### src/rtl/exibe_sequencia_pkg.sv
// Shared definitions for the LED sequence player: state encoding (also shown on
// the debug hex display) and a ceil-log2 helper used to size the slot timer.
package exibe_sequencia_pkg;

  typedef enum logic [3:0] {
    INICIAL = 4'd0,
    BUSCA   = 4'd1,
    ACENDE  = 4'd2,
    APAGA   = 4'd3,
    FIM     = 4'd4
  } estado_t;

  // Bits needed to hold values 0..valor-1; never returns less than 1.
  function automatic int clog2_f(input int valor);
    int w;
    int v;
    w = 0;
    v = valor - 1;
    while (v > 0) begin
      w++;
      v = v >>> 1;
    end
    return (w < 1) ? 1 : w;
  endfunction

endpackage

### src/rtl/exibe_sequencia_if.sv
// Control, memory read port and display signals of the sequence player. The
// master side (control unit, memory, board) drives requests and read data.
interface exibe_sequencia_if #(
  parameter int ADDR_W = 4,
  parameter int DATA_W = 4
);
  logic              iniciar;
  logic              zera;
  logic [ADDR_W-1:0] rodada;
  logic [ADDR_W-1:0] mem_endereco;
  logic [DATA_W-1:0] mem_dado;
  logic [DATA_W-1:0] leds;
  logic              ocupado;
  logic              pronto;
  logic [3:0]        db_estado;

  modport master (
    output iniciar, zera, rodada, mem_dado,
    input  mem_endereco, leds, ocupado, pronto, db_estado
  );

  modport slave (
    input  iniciar, zera, rodada, mem_dado,
    output mem_endereco, leds, ocupado, pronto, db_estado
  );
endinterface

### src/rtl/exibe_sequencia_contador_tempo.sv
// Loadable down-counter timing the lit and dark slots; fim flags count==0.
// Load has priority over counting, and the count holds at zero.
module contador_tempo #(
  parameter int W = 4
) (
  input  logic         clock,
  input  logic         reset,
  input  logic         carrega,
  input  logic [W-1:0] valor,
  input  logic         conta,
  output logic         fim
);

  logic [W-1:0] contagem_q;
  logic [W-1:0] contagem_d;

  always_comb begin
    contagem_d = contagem_q;
    if (carrega) begin
      contagem_d = valor;
    end else if (conta && (contagem_q != '0)) begin
      contagem_d = contagem_q - W'(1);
    end
  end

  always_ff @(posedge clock or negedge reset) begin
    if (!reset) begin
      contagem_q <= '0;
    end else begin
      contagem_q <= contagem_d;
    end
  end

  assign fim = (contagem_q == '0);

endmodule

### src/rtl/exibe_sequencia.sv
// Plays memory words 0..rodada on the LEDs, each lit T_ON cycles then dark T_OFF
// cycles (1+T_ON+T_OFF per element); iniciar is ignored while busy, zera aborts.
module exibe_sequencia
  import exibe_sequencia_pkg::*;
#(
  parameter int ADDR_W = 4,
  parameter int DATA_W = 4,
  parameter int T_ON   = 500,
  parameter int T_OFF  = 250
) (
  input logic              clock,
  input logic              reset,
  exibe_sequencia_if.slave io
);

  localparam int TW = clog2_f(((T_ON > T_OFF) ? T_ON : T_OFF) + 1);
  localparam logic [TW-1:0] CARGA_ON  = TW'(T_ON - 1);
  localparam logic [TW-1:0] CARGA_OFF = TW'(T_OFF - 1);

  estado_t           estado_q, estado_d;
  logic [ADDR_W-1:0] endereco_q, endereco_d;
  logic [ADDR_W-1:0] rodada_q, rodada_d;
  logic [DATA_W-1:0] led_q, led_d;

  logic          carrega;
  logic [TW-1:0] valor;
  logic          conta;
  logic          fim_tempo;

  contador_tempo #(.W(TW)) u_tempo (
    .clock   (clock),
    .reset   (reset),
    .carrega (carrega),
    .valor   (valor),
    .conta   (conta),
    .fim     (fim_tempo)
  );

  always_comb begin
    estado_d   = estado_q;
    endereco_d = endereco_q;
    rodada_d   = rodada_q;
    led_d      = led_q;
    carrega    = 1'b0;
    valor      = '0;
    conta      = 1'b0;

    if (io.zera) begin
      estado_d = INICIAL;
    end else begin
      case (estado_q)
        INICIAL: begin
          if (io.iniciar) begin
            rodada_d   = io.rodada;
            endereco_d = '0;
            estado_d   = BUSCA;
          end
        end
        BUSCA: begin
          led_d    = io.mem_dado;
          carrega  = 1'b1;
          valor    = CARGA_ON;
          estado_d = ACENDE;
        end
        ACENDE: begin
          conta = 1'b1;
          if (fim_tempo) begin
            carrega  = 1'b1;
            valor    = CARGA_OFF;
            estado_d = APAGA;
          end
        end
        APAGA: begin
          conta = 1'b1;
          if (fim_tempo) begin
            // Compare before incrementing so the address stops at rodada and never wraps.
            if (endereco_q == rodada_q) begin
              estado_d = FIM;
            end else begin
              endereco_d = endereco_q + ADDR_W'(1);
              estado_d   = BUSCA;
            end
          end
        end
        FIM: begin
          estado_d = INICIAL;
        end
        default: begin
          estado_d = INICIAL;
        end
      endcase
    end
  end

  always_ff @(posedge clock or negedge reset) begin
    if (!reset) begin
      estado_q   <= INICIAL;
      endereco_q <= '0;
      rodada_q   <= '0;
      led_q      <= '0;
    end else begin
      estado_q   <= estado_d;
      endereco_q <= endereco_d;
      rodada_q   <= rodada_d;
      led_q      <= led_d;
    end
  end

  // An abort arriving in FIM cancels the completion pulse in that same cycle.
  assign io.pronto       = (estado_q == FIM) && !io.zera;
  assign io.leds         = (estado_q == ACENDE) ? led_q : '0;
  assign io.ocupado      = (estado_q != INICIAL);
  assign io.mem_endereco = endereco_q;
  assign io.db_estado    = estado_q;

endmodule

### src/flat_wrapper.sv
// flat-port wrapper written by rule: the top's interface ports become plain ports
module exibe_sequencia_flat import exibe_sequencia_pkg::*;
#(
  parameter int ADDR_W = 4,
  parameter int DATA_W = 4,
  parameter int T_ON   = 500,
  parameter int T_OFF  = 250
)
  (clock, reset, io_iniciar, io_zera, io_rodada, io_mem_dado, io_mem_endereco, io_leds, io_ocupado, io_pronto, io_db_estado);
  exibe_sequencia_if #(.ADDR_W(ADDR_W), .DATA_W(DATA_W)) io_i ();
  input logic clock;
  input logic reset;
  input wire logic [$bits(io_i.iniciar)-1:0] io_iniciar;
  input wire logic [$bits(io_i.zera)-1:0] io_zera;
  input wire logic [$bits(io_i.rodada)-1:0] io_rodada;
  input wire logic [$bits(io_i.mem_dado)-1:0] io_mem_dado;
  output wire logic [$bits(io_i.mem_endereco)-1:0] io_mem_endereco;
  output wire logic [$bits(io_i.leds)-1:0] io_leds;
  output wire logic [$bits(io_i.ocupado)-1:0] io_ocupado;
  output wire logic [$bits(io_i.pronto)-1:0] io_pronto;
  output wire logic [$bits(io_i.db_estado)-1:0] io_db_estado;
  assign io_i.iniciar = io_iniciar;
  assign io_i.zera = io_zera;
  assign io_i.rodada = io_rodada;
  assign io_i.mem_dado = io_mem_dado;
  assign io_mem_endereco = io_i.mem_endereco;
  assign io_leds = io_i.leds;
  assign io_ocupado = io_i.ocupado;
  assign io_pronto = io_i.pronto;
  assign io_db_estado = io_i.db_estado;
  exibe_sequencia #(.ADDR_W(ADDR_W), .DATA_W(DATA_W), .T_ON(T_ON), .T_OFF(T_OFF)) u_core (.clock(clock), .reset(reset), .io(io_i));
endmodule
### config.mk
export PLATFORM = sky130hd
export DESIGN_NAME = exibe_sequencia_flat
export DESIGN_NICKNAME = d
export VERILOG_FILES = /design/src/rtl/exibe_sequencia_pkg.sv /design/src/rtl/exibe_sequencia_if.sv /design/src/rtl/exibe_sequencia_contador_tempo.sv /design/src/rtl/exibe_sequencia.sv /design/src/flat_wrapper.sv
export SDC_FILE = /design/constraint.sdc
export NUM_CORES = 1
export LEC_CHECK = 0
export CAP_MARGIN = 30
export CORE_AREA = 2 2 53 55
export DETAILED_ROUTE_END_ITERATION = 12
export DIE_AREA = 0 0 55 57
export PLACE_DENSITY_LB_ADDON = 0.05
export SYNTH_ARGS = -nofsm -noshare
export SYNTH_HDL_FRONTEND = slang
export SYNTH_SLANG_ARGS = --single-unit
### constraint.sdc
create_clock -name clock -period 3.6 [get_ports clock]
set_clock_uncertainty 0.15 [all_clocks]
set_input_delay 0.36 -clock clock [delete_from_list [all_inputs] [get_ports clock]]
set_output_delay 0.36 -clock clock [all_outputs]
set_load 0.01 [all_outputs]
* Word level (Yosys, flattened, before mapping)
Cells that the tools add are included.
Word-level totals: bits in registers 25, input port bits 12, output and inout port bits 14, word-level logic and storage cells 54
Operators by class: add/subtract/negate cells 2, equality and inequality tests 11, mux-type cells 21, bitwise gates (word level) 1, reductions and logical operators 14
Operators by type and width (count):
- 4-bit 2-to-1 mux | 8
- 9-bit 2-to-1 mux | 3
- 9-bit case mux with 2 select lines | 1
- 4-bit case mux with 4 select lines | 1
- 9-bit zero test | 1
- 9-bit nonzero test | 1
- 9-bit by 1-bit subtractor with 9-bit output, second input constant | 1
- 4-bit by 2-bit == test with 1-bit output, second input constant | 2
- 8-bit 2-to-1 mux | 1
- 4-bit case mux with 2 select lines | 1
- 3-bit by 2-bit inequality test with 1-bit output, second input constant | 2
- 3-bit AND reduction | 2
- 5-bit AND reduction | 1
- 4-bit by 1-bit adder with 4-bit output, second input constant | 1
- 4-bit by 1-bit == test with 1-bit output, second input constant | 1
- 4-bit by 3-bit == test with 1-bit output, second input constant | 1
- 4-bit == test | 1
- 4-bit zero test | 1
- 1-bit 2-to-1 mux | 4
- 2-bit inequality test, second input constant | 2
- 2-bit nonzero test | 2
- 4-bit nonzero test | 1
- 3-bit 2-to-1 mux | 1
- 3-bit inequality test, second input constant | 1
- 7 further kinds | 8

* Longest topological paths before layout
Gate-level depths: netlist (run 1).
depth after elaboration 7, mapped depth 6, mapped depth without buffers 6

* Cells and area by module
From an unflattened synthesis (run 1), not the netlist that was laid out.
Second synthesis, totals: cell total of the unflattened synthesis 147, area total of the unflattened synthesis 1452.6 sq um
By module, submodules not included:
- exibe_sequencia | times used 1, cells an instance 72, area each 828.3 sq um, sequential area each 375.4 sq um
- contador_tempo | times used 1, cells an instance 75, area each 624.3 sq um, sequential area each 225.2 sq um

* Least setup slack after synthesis (run 1)
No wires, ideal clock.
kind reg2reg, start register u_core.u_tempo.contagem_q[0], end register u_core.endereco_q[3] (netlist: u_core.io.mem_endereco[3]), library setup time 77 ps, arrival 1745 ps, required time 3373 ps, path slack 1627 ps, stages on the path, launching flop included 7, buffers on the path 0, clock period less this slack 1973 ps, cell sequence dfrtp_1 > inv_1 > ha_1 > nor4b_4 > nand2_2 > or4_1 > a21oi_1
On the way: word-level cells in the longest chain between the ends 3
Ends and longest elaborated chain:
- start: declaration | line exibe_sequencia_contador_tempo.sv:14 | logic [W-1:0] contagem_q;
- start signal: assignment | line exibe_sequencia_contador_tempo.sv:30 | contagem_q <= contagem_d;
- 9-bit zero test | line exibe_sequencia_contador_tempo.sv:34 | assign fim = (contagem_q == '0);
- 2-bit by 1-bit inequality test with 1-bit output (no source line)
- 5-bit AND reduction (no source line)
- end signal: assignment | line exibe_sequencia.sv:103 | endereco_q <= endereco_d;
- end: declaration | line exibe_sequencia.sv:21 | logic [ADDR_W-1:0] endereco_q, endereco_d;
No other way between the ends. A chain may end at the register's enable or synchronous reset.

* Worst setup path in the final report (run 1)
start register u_core.estado_q[0] (netlist: u_core.io.db_estado[0]), end output port io_leds[0]
On the way: word-level cells in the longest chain between the ends 2
Ends and longest elaborated chain:
- start: declaration | line exibe_sequencia.sv:20 | estado_t estado_q, estado_d;
- start signal: assignment | line exibe_sequencia.sv:102 | estado_q <= estado_d;
- 4-bit by 2-bit == test with 1-bit output | line exibe_sequencia.sv:111 | assign io.leds = (estado_q == ACENDE) ? led_q : '0;
- 4-bit 2-to-1 mux | line exibe_sequencia.sv:111
- end: declaration | line flat_wrapper.sv:18 | output wire logic [$bits(io_i.leds)-1:0] io_leds;
No other way between the ends.

==> impl_metrics.tcl, run 1 <==
set metrics [dict create \
    synthMuxAreaShare_pct 8.76 \
    finalMaxSlewViolations 0 \
    reg2reg_from "u_core.u_tempo.contagem_q[0]$_DFFE_PN0P_" \
    ys.flop_type "dfrtp_1" \
    synth_top_family_by_area "simple AND/OR/NAND/NOR gates" \
    status "complete, no violations" \
    worstPathMaxFanout 10 \
    powerDensity_nw_per_um2 535 \
    required_ns 3.09 \
    instances_no_fill 187 \
    period_needed_ns 2.47 \
    yosysUniqueCellTypes 45 \
    synth_xor_area_share_pct 4.47 \
    rows 19 \
    setup_viol_count_final 0 \
    final_cell_mix "24 x clkdlybuf4s50_1, 24 x dfrtp_1, 10 x nand2_1" \
    placed_area_um2 1650 \
    root_buffer "clkbuf_4" \
    crit_path_cell_trace "nand2b_1 -> nor2_1 -> and2_1 -> clkdlybuf4s50_1" \
    hold_viol 0 \
    coreArea_um2 2620 \
    multiInputGateArea_um2 732 \
    initial_core_util_pct 52.4 \
    drc 0 \
    routed_via_density 5.57 \
    drt_first_pass_iters 4 \
    grt_busiest_layer "met2" \
    final_area_um2 1680 \
    crit_arrival_ns 1.96 \
    grt_use_met1_pct 27.0 \
    crit_path_end_kind "output pin" \
    dp_cells 183 \
    hpwl_um 2010 \
    post-cts-setup-buffer-count 0 \
    synth_nets 145 \
    vdd_drop_max_mv 0.377 \
    drive_above_1_share_pct 14.7 \
    use_met3_pct 3.14 \
    wl_um 2620 \
    port_buffers 24 \
    tns_ns 0 \
    synth_fa_ha_area_share_pct 1.82 \
    grt_max_degree 17 \
    ff_latch_area_um2 601 \
    area_growth_pct 22.6 \
    vias 1042 \
    cts_sinks 24 \
    drv_cap 0 \
    gp_congestion 0.820 \
    track_usage_pct 19.4 \
    startpoint_type "flip-flop" \
    r2r_end "u_core.io.mem_endereco[3]$_DFFE_PN0P_" \
    ant_nets 0 \
    grt_util_met2_pct 30.6 \
    die_w_um 55 \
    ys_async_sr_fraction_pct 100 \
    slew_headroom_pct 42.9 \
    critPathBufInv 1 \
    cts_buffer_depth 2 \
    path_delay_family "simple AND/OR/NAND/NOR gates" \
    clk_pin_slew_ns 0.14 \
    dieArea_um2 3140 \
    synth_area_um2 1370 \
    rsz0062_at_grt "no" \
    die_h_um 57 \
    ctsResizeCount 0 \
    cts_buffers 3 \
    ys_seq_elements 24 \
    wl_per_cell_um 14.0 \
    synth_compound_area_share_pct 8.76 \
    crit_slowest_cell "clkdlybuf4s50_1" \
    min_period_over_period_pct 68.7 \
    synth-edff-count 0 \
    clk_latency_ns 0.32 \
    grt_pass1_vias 1051 \
    htreeDepth 1 \
    worst_hold_path_type "in2async" \
    ys_warn_count 0 \
    synth_seq_area_share_pct 43.8 \
    fillers 226 \
    antenna_found_initial 0 \
    cp_num_cells 4 \
    tritoncts "yes" \
    synth.avg_cell_area_um2 10.5 \
    grt_pass1_wl_um 4530 \
    critPathKind "reg2out" \
    worstMarginPinSlew_ns 0.849 \
    slowest_delay_ns 0.53 \
    fmax_mhz 405 \
    synthSimpleGateAreaFrac_pct 29.3 \
    overflow 0 \
    drt_iter0_drc 20 \
    ctsHoldBuffers 0 \
    synthCells 131 \
    leakage_nw 0.665 \
    r2r_setup_slack_ns 1.40 \
    n_antenna_cell 0 \
    final_nets 171 \
    num_io_pins 26 \
    worst-r2r-cell-count 6 \
]
## sequential cells by signal, indices dropped and copies added, names as in the netlist
name,count
u_core.rodada_q,4
u_core.io.db_estado,3
u_core.u_tempo.contagem_q,9
u_core.led_q,4
u_core.io.mem_endereco,4
## power breakdown
group / total, W / internal (W) / switching [W] / leakage (nW)
Sequential: 0.000442 / 0.000348 / 0.0000939 / 0.288
Clock: 0.000145 / 0.0000618 / 0.0000828 / 0.0210
Combinational: 0.000313 / 0.000178 / 0.000135 / 0.356
Total: 0.000900 / 0.000588 / 0.000312 / 0.665
## per-layer routing
layer,wire (µm),vias to the layer above
li1,-,519
met1,1270,501
met2,1230,18
met3,76,4
met4,31,0
met5,0,-
## area by class of cell
cell class | count | area share (%)
well taps | 31 | 2.31
flip-flops and latches | 24 | 35.7
clock buffers | 4 | 2.16
repair buffers | 25 | 15.2
multi-input cells | 98 | 43.5
inverters | 5 | 1.12
## synth_stat cells, drive strengths merged, types with 4 or more instances
master,count,share of area [%]
a21oi,5,2.1
and2,4,1.8
dfrtp,24,44
inv,5,1.4
mux2,8,6.6
nand2,11,3.2
nand2b,4,1.8
nand3,4,1.5
nor2,8,2.2
o21ai,4,1.5
xor2,4,2.6
## through the flow
stage          setup WS [ns]  hold WS (ns)  total power, W  util [%]
2_1_floorplan           1.63       -0.0856        0.000650         -
3_3_place_gp            1.28         0.331        0.000747      62.3
3_5_place_dp            1.25         0.344        0.000766      62.9
4_1_cts                 1.11         0.201        0.000912      64.3
5_1_grt                0.961         0.225        0.000966      64.3
6_report                1.13         0.197        0.000900      64.3
## logic make-up after synthesis
family,after synthesis
buffers and inverters,9
xor gates and xnor gates,7
AOI/OAI and AO/OA,18
other,1
and+or+nand+nor,59
muxes,11
DFF,24
adders and majority gates,2
## worst max path at each step
stage                                                  start                                  endpoint
floorplan           u_core.u_tempo.contagem_q[0]$_DFFE_PN0P_     u_core.io.mem_endereco[3]$_DFFE_PN0P_
global placement                                     io_zera  u_core.u_tempo.contagem_q[5]$_DFFE_PN0P_
detailed placement                                   io_zera  u_core.u_tempo.contagem_q[5]$_DFFE_PN0P_
CTS                       u_core.io.db_estado[0]$_DFFE_PN0P_                                io_leds[1]
global route              u_core.io.db_estado[1]$_DFFE_PN0P_                                io_leds[1]
finish                    u_core.io.db_estado[0]$_DFFE_PN0P_                                io_leds[0]
(Power assumes the default switching activity.)
==> run 2, diff against run 1 <==
- CORE_AREA: 2 2 53 55 -> 2 2 58 60
- DIE_AREA: 0 0 55 57 -> 0 0 60 62
- clock period: 3.6 -> 2.1 ns (I/O delays scaled with it)
==> run 2 against run 1 <==
Compared with the run above:
- register-to-register slack worse by 1.3 ns
- critical endpoint is now u_core.io.mem_endereco[3]$_DFFE_PN0P_
- die area grew 19%
- sequential cell count is the same
==> impl_metrics.tcl, run 2 (same netlist as run 1, synthesis figures left out) <==
set metrics [dict create \
    dieArea_um2 3720 \
    cts_sinks 24 \
    r2r_setup_slack_ns 0.11 \
    worst-r2r-cell-count 6 \
    ctsHoldBuffers 0 \
    fmax_mhz 502 \
    finalMaxSlewViolations 0 \
    fillers 295 \
    gp_congestion 0.880 \
    largest_reg_flops 9 \
    largest-register "u_core.u_tempo.contagem_q" \
    worst_hold_path_type "in2async" \
    die_h_um 62 \
    setup_viol_count_final 0 \
    die_w_um 60 \
    wl_um 2980 \
    overflow 0 \
    period_needed_ns 1.99 \
    n_antenna_cell 0 \
    crit_path_end_kind "flip-flop" \
    min_period_over_period_pct 94.9 \
    final_cell_mix "23 x dfrtp_1, 18 x clkdlybuf4s50_1, 14 x buf_4" \
    crit_arrival_ns 2.10 \
    root_buffer "clkbuf_4" \
    final_common_cell "dfrtp_1" \
    final_nets 184 \
    area_growth_pct 32.1 \
    routed_via_density 5.39 \
    status "complete, no violations" \
    required_ns 2.21 \
    clk_pin_slew_ns 0.14 \
    htreeDepth 1 \
    ant_nets 0 \
    startpoint_type "flip-flop" \
    cts_buffer_depth 2 \
    final_area_um2 1810 \
    drive_above_1_share_pct 24.3 \
    coreArea_um2 3180 \
    r2r_end "u_core.io.mem_endereco[3]$_DFFE_PN0P_" \
    hold_viol 0 \
    cts_buffers 3 \
    reg2reg_from "u_core.u_tempo.contagem_q[0]$_DFFE_PN0P_" \
    drv_cap 0 \
    drt_iter0_drc 43 \
    leakage_nw 0.752 \
    grt_max_degree 25 \
    port_buffers 24 \
    utilization_pct 57.0 \
    tritoncts "yes" \
    powerDensity_nw_per_um2 912 \
    wl_per_cell_um 13.9 \
    critPathKind "reg2reg" \
    hpwl_um 2210 \
    rsz0062_at_grt "no" \
    worstPathMaxFanout 6 \
    track_usage_pct 17.2 \
    drc 0 \
    initial_core_util_pct 43.1 \
    vdd_drop_max_mv 0.461 \
    antenna_found_initial 0 \
    num_io_pins 26 \
    vias 1158 \
    rows 21 \
    grt_pass1_wl_um 4800 \
    placed_area_um2 1750 \
    clk_latency_ns 0.32 \
    grt_pass1_vias 1058 \
    drt_first_pass_iters 4 \
]
==> run 2: cell count changes in the layout (fill, tap and decap cells not counted), sizes merged <==
| cell | delta |
|---|---|
| buf | +13 |
| dlygate4sd2 | +6 |
| clkdlybuf4s50 | -6 |
==> run 2: worst max path at each step <==
stage / start / endpoint / slack, ns / cells after the start
floorplan: u_core.u_tempo.contagem_q[0]$_DFFE_PN0P_ / u_core.io.mem_endereco[3]$_DFFE_PN0P_ / 0.13 / 6
global placement: io_zera / u_core.u_tempo.contagem_q[5]$_DFFE_PN0P_ / -0.002 / 5
detailed placement: io_zera / u_core.u_tempo.contagem_q[5]$_DFFE_PN0P_ / -0.06 / 5
CTS: u_core.u_tempo.contagem_q[0]$_DFFE_PN0P_ / u_core.io.mem_endereco[3]$_DFFE_PN0P_ / 0.05 / 6
global route: u_core.u_tempo.contagem_q[0]$_DFFE_PN0P_ / u_core.io.mem_endereco[3]$_DFFE_PN0P_ / 0.01 / 6
finish: u_core.u_tempo.contagem_q[0]$_DFFE_PN0P_ / u_core.io.mem_endereco[3]$_DFFE_PN0P_ / 0.11 / 6
==> run 2: through the flow <==
| step | setup WS (ns) | total power [W] | hold WS (ns) | TNS (ns) | cells |
|---|---|---|---|---|---|
| 2_1_floorplan | 0.127 | 0.00111 | -0.236 | 0 | 131 |
| 3_3_place_gp | -0.00172 | 0.00137 | 0.331 | -0.00172 | 210 |
| 3_5_place_dp | -0.0614 | 0.00139 | 0.337 | -0.0614 | 210 |
| 4_1_cts | 0.0543 | 0.00164 | 0.0853 | 0 | 215 |
| 5_1_grt | 0.0148 | 0.00177 | 0.107 | 0 | 215 |
| 6_report | 0.107 | 0.00165 | 0.0768 | 0 | 215 |
==> run 2: area by class of cell <==
class	count	area (µm²)	area share (%)
clock buffer	4	36.3	2.00
timing repair buffer	38	338	18.6
multi-input combinational	98	759	41.9
sequential	24	602	33.2
tap	46	57.6	3.18
inverter	5	18.8	1.04
==> run 2: where the power goes <==
part / internal [W] / total [W] / switching (W)
logic: 0.000370 / 0.000692 / 0.000322
clock network: 0.000106 / 0.000255 / 0.000149
registers: 0.000597 / 0.000706 / 0.000108
==> run 2: critical path, stage by stage, from the launching register on <==
cell,delay (ns)
dfrtp_1,0.40
inv_1,0.11
ha_4,0.17
nor4b_4,0.31
nand2_2,0.12
or4_1,0.52
a21oi_1,0.15
==> run 2: routing by layer <==
layer  part of all wire [%]  up-vias  track usage [%]
li1                       -      553                -
met4                   0.64        0             5.71
met5                      0        -                0
met1                     47      574             23.4
met3                    3.3        2             2.69
met2                     49       29             28.1
==> run 2: repair_timing <==
item / in CTS / in global routing
cloned: 0 / 0
resized for setup: 10 / 3
setup endpoints to repair: 6 / 3
setup buffers: 1 / 0
